[config.mk]
export PLATFORM = sky130hd
export DESIGN_NAME = cmp_stream_unit
export DESIGN_NICKNAME = d
export VERILOG_FILES = /design/src/rtl/cmp_pkg.sv /design/src/rtl/cmp_core.sv /design/src/rtl/cmp_stream_unit.sv
export SDC_FILE = /design/constraint.sdc
export NUM_CORES = 1
export LEC_CHECK = 0
export CELL_PAD_IN_SITES_DETAIL_PLACEMENT = 1
export CELL_PAD_IN_SITES_GLOBAL_PLACEMENT = 2
export CORE_UTILIZATION = 31
export DETAILED_ROUTE_END_ITERATION = 6
export PLACE_DENSITY = 0.86
export SETUP_SLACK_MARGIN = 0.5
export SLEW_MARGIN = 20
export SYNTH_ARGS = -nofsm -noshare
export SYNTH_HDL_FRONTEND = slang
export SYNTH_SLANG_ARGS = --single-unit
[constraint.sdc]
create_clock -name clk -period 3.1 [get_ports clk]
set_input_delay 0.31 -clock clk [delete_from_list [all_inputs] [get_ports clk]]
set_output_delay 0.31 -clock clk [all_outputs]
set_load 0.05 [all_outputs]
[src/rtl/cmp_pkg.sv]
// Shared definitions for the compare/stream unit: opcodes, legacy result codes
// and the bit positions of the {eq, gt, lt} flag vector.
package cmp_pkg;

  localparam logic [2:0] CMP_NOP    = 3'b000;
  localparam logic [2:0] CMP_EQ     = 3'b001;
  localparam logic [2:0] CMP_GT     = 3'b010;
  localparam logic [2:0] CMP_LT     = 3'b011;
  localparam logic [2:0] CMP_MAX    = 3'b100;
  localparam logic [2:0] CMP_MIN    = 3'b101;
  localparam logic [2:0] CMP_RUNMAX = 3'b110;
  localparam logic [2:0] CMP_RUNMIN = 3'b111;

  localparam int CMP_EQ_CODE = 1;
  localparam int CMP_GT_CODE = 2;
  localparam int CMP_LT_CODE = 3;

  localparam int FLAG_EQ = 2;
  localparam int FLAG_GT = 1;
  localparam int FLAG_LT = 0;

  function automatic logic is_run_op(input logic [2:0] func);
    return func[2] & func[1];
  endfunction

endpackage

[src/rtl/cmp_core.sv]
// Combinational magnitude comparator; signed mode biases the sign bit so a
// single unsigned compare serves both encodings.
module cmp_core #(
  parameter int WIDTH = 16
) (
  input  logic [WIDTH-1:0] x,
  input  logic [WIDTH-1:0] y,
  input  logic             signed_en,
  output logic             eq,
  output logic             gt,
  output logic             lt
);

  logic [WIDTH-1:0] x_biased;
  logic [WIDTH-1:0] y_biased;

  always_comb begin
    x_biased = x;
    y_biased = y;
    x_biased[WIDTH-1] = x[WIDTH-1] ^ signed_en;
    y_biased[WIDTH-1] = y[WIDTH-1] ^ signed_en;
  end

  assign eq = (x == y);
  assign gt = (x_biased > y_biased);
  assign lt = (x_biased < y_biased);

endmodule

[src/rtl/cmp_stream_unit.sv]
// Handshaked compare unit: legacy EQ/GT/LT codes, MAX/MIN select and a running
// MAX/MIN accumulator with a saturating sample counter. One-cycle latency.
module cmp_stream_unit
  import cmp_pkg::*;
#(
  parameter int WIDTH     = 16,
  parameter int CNT_WIDTH = 8
) (
  input  logic                 clk,
  input  logic                 rst,
  input  logic                 in_valid,
  output logic                 in_ready,
  input  logic [WIDTH-1:0]     a,
  input  logic [WIDTH-1:0]     b,
  input  logic [2:0]           func,
  input  logic                 signed_en,
  input  logic                 run_clr,
  output logic                 out_valid,
  input  logic                 out_ready,
  output logic [WIDTH-1:0]     cmp_out,
  output logic [2:0]           cmp_flags,
  output logic [CNT_WIDTH-1:0] run_cnt
);

  localparam logic [CNT_WIDTH-1:0] CNT_MAX = {CNT_WIDTH{1'b1}};

  logic                 out_valid_reg;
  logic [WIDTH-1:0]     cmp_out_reg, cmp_out_next;
  logic [2:0]           flags_reg, flags_next;
  logic [WIDTH-1:0]     acc_reg, acc_next;
  logic                 acc_full_reg, acc_full_next;
  logic [CNT_WIDTH-1:0] run_cnt_reg, run_cnt_next;

  logic accept;
  logic ab_eq, ab_gt, ab_lt;
  logic aa_eq, aa_gt, aa_lt;
  logic acc_full_eff;
  logic [CNT_WIDTH-1:0] cnt_base;

  assign in_ready = !out_valid_reg || out_ready;
  assign accept   = in_valid && in_ready;

  cmp_core #(.WIDTH(WIDTH)) u_core_ab (
    .x(a), .y(b), .signed_en(signed_en),
    .eq(ab_eq), .gt(ab_gt), .lt(ab_lt)
  );

  cmp_core #(.WIDTH(WIDTH)) u_core_acc (
    .x(a), .y(acc_reg), .signed_en(signed_en),
    .eq(aa_eq), .gt(aa_gt), .lt(aa_lt)
  );

  // A same-cycle clear is applied before any RUN op, so the op sees an empty acc.
  assign acc_full_eff = acc_full_reg && !run_clr;
  assign cnt_base     = run_clr ? '0 : run_cnt_reg;

  always_comb begin
    cmp_out_next           = '0;
    flags_next             = '0;
    flags_next[FLAG_EQ]    = ab_eq;
    flags_next[FLAG_GT]    = ab_gt;
    flags_next[FLAG_LT]    = ab_lt;
    acc_next               = run_clr ? '0 : acc_reg;
    acc_full_next          = acc_full_eff;
    run_cnt_next           = cnt_base;

    if (accept) begin
      case (func)
        CMP_NOP: cmp_out_next = '0;
        CMP_EQ:  cmp_out_next = ab_eq ? WIDTH'(CMP_EQ_CODE) : '0;
        CMP_GT:  cmp_out_next = ab_gt ? WIDTH'(CMP_GT_CODE) : '0;
        CMP_LT:  cmp_out_next = ab_lt ? WIDTH'(CMP_LT_CODE) : '0;
        CMP_MAX: cmp_out_next = ab_lt ? b : a;
        CMP_MIN: cmp_out_next = ab_gt ? b : a;
        default: begin
          if (!acc_full_eff) begin
            acc_next   = a;
            flags_next = '0;
          end else begin
            flags_next[FLAG_EQ] = aa_eq;
            flags_next[FLAG_GT] = aa_gt;
            flags_next[FLAG_LT] = aa_lt;
            if (func == CMP_RUNMAX) acc_next = aa_gt ? a : acc_reg;
            else                    acc_next = aa_lt ? a : acc_reg;
          end
          cmp_out_next  = acc_next;
          acc_full_next = 1'b1;
          run_cnt_next  = (cnt_base == CNT_MAX) ? cnt_base : cnt_base + 1'b1;
        end
      endcase
      if (!is_run_op(func)) begin
        acc_next      = run_clr ? '0 : acc_reg;
        acc_full_next = acc_full_eff;
        run_cnt_next  = cnt_base;
      end
    end
  end

  always_ff @(posedge clk or negedge rst) begin
    if (!rst) begin
      out_valid_reg <= 1'b0;
      cmp_out_reg   <= '0;
      flags_reg     <= '0;
      acc_reg       <= '0;
      acc_full_reg  <= 1'b0;
      run_cnt_reg   <= '0;
    end else begin
      out_valid_reg <= accept || (out_valid_reg && !out_ready);
      if (accept) begin
        cmp_out_reg <= cmp_out_next;
        flags_reg   <= flags_next;
      end
      acc_reg      <= acc_next;
      acc_full_reg <= acc_full_next;
      run_cnt_reg  <= run_cnt_next;
    end
  end

  assign out_valid = out_valid_reg;
  assign cmp_out   = cmp_out_reg;
  assign cmp_flags = flags_reg;
  assign run_cnt   = run_cnt_reg;

endmodule

==> results by group, run 1 <==
Clock network
  – Clock buffer count from CTS: 5
  – CTS root buf: clkbuf_16
  – Hold buffers post-CTS: 0
  – Maximum clock path buffer count: 2
  – CTS tree: built
  – H-tree depth: 2
  – Reg clk slew, reported paths: approximately 70 ps
  – Clk sinks: 45
  – Clk Latency, worst-skew pair: ~300 ps

Detailed routing
  – Vias per Instance: 5.75
  – Detailed Route WL: roughly 14,000 um
  – 1st-pass router iterations: 4
  – DR DRC count: 0
  – DR WL/cell: approximately 21 um
  – DR vias: between 3,000 and 4,000
  – Routed Antenna Nets: 0
  – Initial DRC count: 193

Floorplan
  – Row Count: 39
  – Starting density of the core: a little under a third
  – I/O Pins: 70
  – Core Region: 11,400 um2
  – Die Width: around 110 um
  – Die area: 12,100 um2
  – Overall die height: 110 um

Worst hold path
  – Min-delay worst type: in -> async

Synth
  – Synth Register Bits: 45
  – Ys Warns: 0
  – Synthesized cell area: 3620 um2
  – Yosys top cell area share: a little under a third
  – EDFF count, synth: 0
  – Syn Nets: a little under 500
  – FFs w/ async S/R, synth: 100%
  – Most frequent cell after synthesis: dfrtp_1
  – Cells after Synth: 423
  – Cell taking the most area after synthesis: dfrtp_1
  – Ys flop type: dfrtp_1
  – Synth area leaders: dfrtp_1 31%, ha_1 11%, a211oi_1 3.9%
  – Post-synth top cells: 45 x dfrtp_1, 35 x nand2_1, 32 x inv_1, 31 x ha_1, 27 x o21ai_0
  – Avg Cell Area, Syn: about 8.6 um2
  – Distinct cells, synth: 57
  – Register area share after synthesis: 31.1%

STA
  – Worst Tran Pin Value: roughly 610 ps
  – Normalized max-slew margin: 59.3%
  – Final setup viols: 0
  – Count of pins over their slew limit: 0
  – Setup TNS: 0 ps
  – Final Hold Viols: 0
  – Fmax: approximately 0.37 GHz
  – Crit path time final: 2730 ps
  – Setup ws final: roughly 370 ps
  – Final Cycle Share: between 80% and 90%
  – Fin Clk Skew: around 6.8 ps
  – Unrepaired setup endpoints after global routing: yes

Critical path
  – R2R Setup Slk: around 370 ps
  – Crit path launch type: flop
  – Critical Path RT: approximately 3300 ps
  – CP Max Fanout: 5
  – Crit path DAT: roughly 2900 ps
  – Setup CP Type: reg -> reg
  – Critical path capture point type: flop

Power
  – P_leak: around 2.3 nW
  – Peak supply drop: approximately 0.00023 V
  – PD cells: between 400 and 500 nW/um2

Cells and area
  – N_diodes: 0
  – Final layout net count: 602
  – Fraction of layout cells with a size suffix above 1: a little over a quarter
  – Area grow syn2layout: 48.4%
  – Fillers: around 1,300

Global route
  – Largest net degree at the start of global routing: 27
  – Global-route wire length before repair: about 21,000 um
  – Remaining global-route overflow: 0
  – Initial antenna violation count: 0
  – Overall routing resource usage: a little under a quarter
  – Vias in the first global route: 4,008

Job
  – Max cap viols: 0

Placement
  – PortBufs: 69
  – DP Worst Slack: -257 ps
  – DPL Wire Length: 9740 um
  – Gpl congestion: 0.847

Outcome
  – Status: completed
layer usage:
layer,part of all wire (%),global-route usage (%)
met1,41,28.9
met3,5.1,3.17
met2,51,40.9
met4,3.4,10.0
met5,0,0
area by class of cell:
type	instances	area (um2)	area share (%)
Tap cell	143	179	3.33
Multi-Input combinational cell	321	2630	48.9
Inverter	32	120	2.24
Sequential cell	45	1130	21.0
Clock buffer	5	125	2.33
Clock inverter	3	68.8	1.28
Timing Repair Buffer	125	1130	21.0
cell families (layout without fill, tap and decap cells):
family                     Yosys count  count (layout)  share of synthesized area [%]
xor gates and xnor gates             7               7                           1.90
muxes                                8               8                           2.39
and+or+nand+nor                    146             146                           21.7
DFF                                 45              45                           31.1
buffers and inverters               57             165                           6.92
adders and majority gates           31              31                           10.7
AOI/OAI and AO/OA                  129             129                           25.2
metrics by stage:
| stage | hold WS, ps | util [%] | total power [W] | instances | cell area [um2] |
|---|---|---|---|---|---|
| after floorplan | 14.4 | - | 0.00112 | 423 | 3630 |
| after global placement | 369 | 41.0 | 0.00141 | 652 | 4690 |
| after detailed placement | 364 | 41.0 | 0.00143 | 652 | 4690 |
| after CTS | 38.4 | 45.3 | 0.00222 | 664 | 5170 |
| after global routing | 55.8 | 47.0 | 0.00235 | 674 | 5370 |
| final | 11.5 | 47.0 | 0.00225 | 674 | 5370 |
where the power goes:
group	internal, W	switching [W]
clock network	0.000466	0.000263
registers	0.000641	0.0000342
logic	0.000338	0.000511
placed cells by master, fill, tap and decap left out, drive strengths merged, types with 8 or more instances in the layout:
cell type / count
buf: 57
dfrtp: 45
clkdlybuf4s50: 42
nand2: 37
inv: 33
ha: 31
o21ai: 28
nor2: 26
a21oi: 26
a211oi: 23
dlygate4sd2: 20
and3: 19
a22o: 14
nor3: 14
a31oi: 12
clkbuf: 8
final timing paths:
path | start | endpoint | cells after the start
max | acc_reg[10] | acc_reg[0] | 11
min | rst | cmp_out[7] | 1
max in group asynchronous | rst | cmp_flags[0] | 2
max reg2reg | acc_reg[10] | acc_reg[0] | 11
min reg2reg | cmp_flags[1] | cmp_flags[1] | 1
min in group clk | a[9] | acc_reg[9] | 2
critical path, cell delays in order (launching register included):
cell      delay [ps]
dfrtp_1          390
inv_2             70
ha_4             270
nand4_1          200
nor4_4           290
a21boi_2         220
a211oi_2          90
or3b_4           450
a21oi_4          190
a21oi_4           70
buf_6            170
a22o_1           190
timing repair:
item,in CTS,in global routing
gates resized for setup,75,36
pin swaps,20,24
hold endpoints to repair,0,0
endpoints found under the setup margin,34,32
gates cloned,1,0
buffers inserted,3,10
Power figures use the tool's default switching activity.
==> inputs of run 2 (changes only) <==
CAP_MARGIN = 5   (was not set)
SKIP_LAST_GASP = 1   (was not set)
==> results of run 2 <==
The final DEF is identical to that of run 1; final timing and power are the same.
==> inputs of run 3 (changes only) <==
CORE_MARGIN = 10   (was not set)
==> run 3 against run 2 <==
Count of clock-buffer cells in the layout stayed put. Final cell count grew 0.15%. Sequential share of layout area down 0.31 points. Die area increased by 35%. Highest routed layer unchanged.
==> results by group, run 3 (synthesis gave the netlist of run 1 again) <==
Outcome
  – Status: completed

Cells and area
  – Most common cell after layout, fill and taps aside: buf_4
  – Area grow syn2layout: 50.7%
  – N_diodes: 0 (unchanged)
  – Final layout net count: 603 (+0.17%)
  – Fillers: 1,337 (+1.2%)
  – Fraction of layout cells with a size suffix above 1: 28.8% (+1.8 points)
  – Most frequent cells in the layout: 49 x buf_4, 45 x dfrtp_1, 42 x clkdlybuf4s50_1, 34 x nand2_1

Critical path
  – Crit path max-delay family: simple AND/OR/NAND/NOR gates
  – Worst Path Buf+Inv: 3 (+1)
  – Reg-to-reg startpoint: acc_reg[5]
  – FF-to-FF path depth: 12 (+1)
  – Worst path max stage delay: 400 ps (-50 ps)
  – Critical Path RT: 3280 ps (about the same)
  – R2R Setup Slk: 300 ps (-80 ps)
  – CP max stage cell: or3b_4
  – Crit path launch type: flop
  – Setup CP Type: reg -> reg
  – Worst Setup SP: acc_reg[5]
  – CP cell instances: inv_1 -> ha_4 -> nand4_1 -> nor4_4 -> a21boi_4 -> a211oi_2 -> buf_4 -> or3b_4 -> a21oi_4 -> a21oi_2 -> buf_6 -> a22o_1
  – RR Endpoint: acc_reg[4]
  – CP Max Fanout: 9 (+4)
  – Crit path DAT: 2990 ps (+80 ps)
  – Critical path capture point type: flop

Global route
  – Remaining global-route overflow: 0 (unchanged)
  – Overall routing resource usage: 17.8% (-5.7 points)
  – Initial antenna violation count: 0 (unchanged)
  – Largest net degree at the start of global routing: 46 (+70%)
  – Vias in the first global route: 4,229 (+5.5%)
  – Global-route wire length before repair: 23,600 um (+11%)

Detailed routing
  – DR WL/cell: 22.2 um (+5.0%)
  – Routed Antenna Nets: 0 (unchanged)
  – Vias per Instance: 5.80 (+0.91%)
  – DR DRC count: 0 (unchanged)
  – DR vias: 3,914 (+1.1%)
  – Detailed Route WL: 15,000 um (+5.2%)
  – 1st-pass router iterations: 5 (+1)
  – Initial DRC count: 341 (+77%)

Floorplan
  – Die area: 16,400 um2 (+35%)
  – Die Width: 128 um (+16%)
  – I/O Pins: 70 (unchanged)
  – Core Region: 11,400 um2 (unchanged)
  – Row Count: 39 (unchanged)
  – Starting density of the core: 31.7% (unchanged)
  – Overall die height: 128 um (+16%)

STA
  – Final Cycle Share: 90.4% (+2.5 points)
  – Worst Tran Pin Value: 651 ps (+39.5 ps)
  – Hold WS: 33.0 ps (+21.5 ps)
  – Fmax: 0.357 GHz (-2.8%)
  – Normalized max-slew margin: 56.6% (-2.6 points)
  – Fin Clk Skew: 9.09 ps (+2.26 ps)
  – Unrepaired setup endpoints after global routing: yes
  – Final setup viols: 0 (unchanged)
  – Final Hold Viols: 0 (unchanged)
  – Crit path time final: 2800 ps (+77.3 ps)
  – Count of pins over their slew limit: 0 (unchanged)

Job
  – Max cap viols: 0 (unchanged)

Clock network
  – Clk Latency, worst-skew pair: 300 ps (about the same)
  – Clk sinks: 45 (unchanged)
  – CTS tree: built
  – Hold buffers post-CTS: 0 (unchanged)
  – Clock buffer count from CTS: 5 (unchanged)
  – CTS root buf: clkbuf_16
  – Maximum clock path buffer count: 2 (unchanged)
  – H-tree depth: 2 (unchanged)
  – Reg clk slew, reported paths: 70 ps (about the same)

Power
  – P_leak: 2.30 nW (-0.22%)
  – Final Power: 0.00228 W (+1.3%)
  – PD cells: 419 nW/um2 (-0.19%)
  – Peak supply drop: 0.000277 V (+23%)

Placement
  – PortBufs: 69 (unchanged)
  – Gpl congestion: 0.835 (-1.3%)
  – DPL Wire Length: 10,100 um (+3.8%)

Worst hold path
  – Min-delay worst type: in -> async
-- run 3: cell types whose count changed in the layout (fill, tap and decap cells not counted), sizes merged --
cell          delta
dlymetal6s2s     -3
dlygate4sd2      +6
clkbuf           -3
buf              +1
-- run 3: layer usage --
metal  GRT usage (%)  share of wire, %  vias up
li1                -                 -     1781
met1            21.8                41     1952
met2            30.6                50      149
met3            3.27               6.4       32
met4            5.89               2.6        0
met5               0                 0        -
-- run 3: final cells by class --
type                            count  area, um2  share of cell area, %
Clock buffer                        5        125                   2.30
Clock inverter                      3       68.8                   1.26
Multi-Input combinational cell    321       2710                   49.7
Sequential cell                    45       1130                   20.7
Inverter                           32        120                   2.20
Tap cell                          143        179                   3.28
Timing Repair Buffer              126       1120                   20.6
-- run 3: worst reg2reg max path, delay by kind of cell, from the launching register on --
| family | cells | cell delay [ps] |
|---|---|---|
| AOI/OAI and AO/OA | 5 | 790 |
| adders and majority gates | 1 | 280 |
| buffers and inverters | 3 | 400 |
| DFF | 1 | 350 |
| and+or+nand+nor | 3 | 870 |
-- run 3: how the worst max path moves through the flow --
stage             endpoint  slack (ps)  cells after the start
2_1_floorplan  cmp_out[13]         500                     11
3_3_place_gp   cmp_out[10]        -160                     12
3_5_place_dp    cmp_out[1]        -190                     12
4_1_cts        acc_reg[14]         440                     11
5_1_grt        acc_reg[14]         210                     12
6_report        acc_reg[4]         300                     12
-- run 3: report_power, final --
group          total, W  leakage (nW)  internal [W]  switching (W)
sequential     0.000676         0.578      0.000641      0.0000355
clock          0.000734        0.0944      0.000466       0.000268
combinational  0.000873          1.62      0.000343       0.000530
total           0.00228          2.30       0.00145       0.000833
-- run 3: through the flow --
step	std cells	TNS (ps)	area, um2	setup slack (ps)	utilization [%]
detailed placement	653	-3000	4700	-191	41.1
CTS	671	0	5280	443	46.3
global placement	653	-1310	4690	-160	41.1
global route	675	0	5450	209	47.7
finish	675	0	5450	297	47.7
floorplan	423	0	3630	498	-
-- run 3: repair_timing --
item                       CTS  global route
setup endpoints to repair   33            33
setup buffers               10             4
gates resized for setup     90            29
pin swaps                   23            17
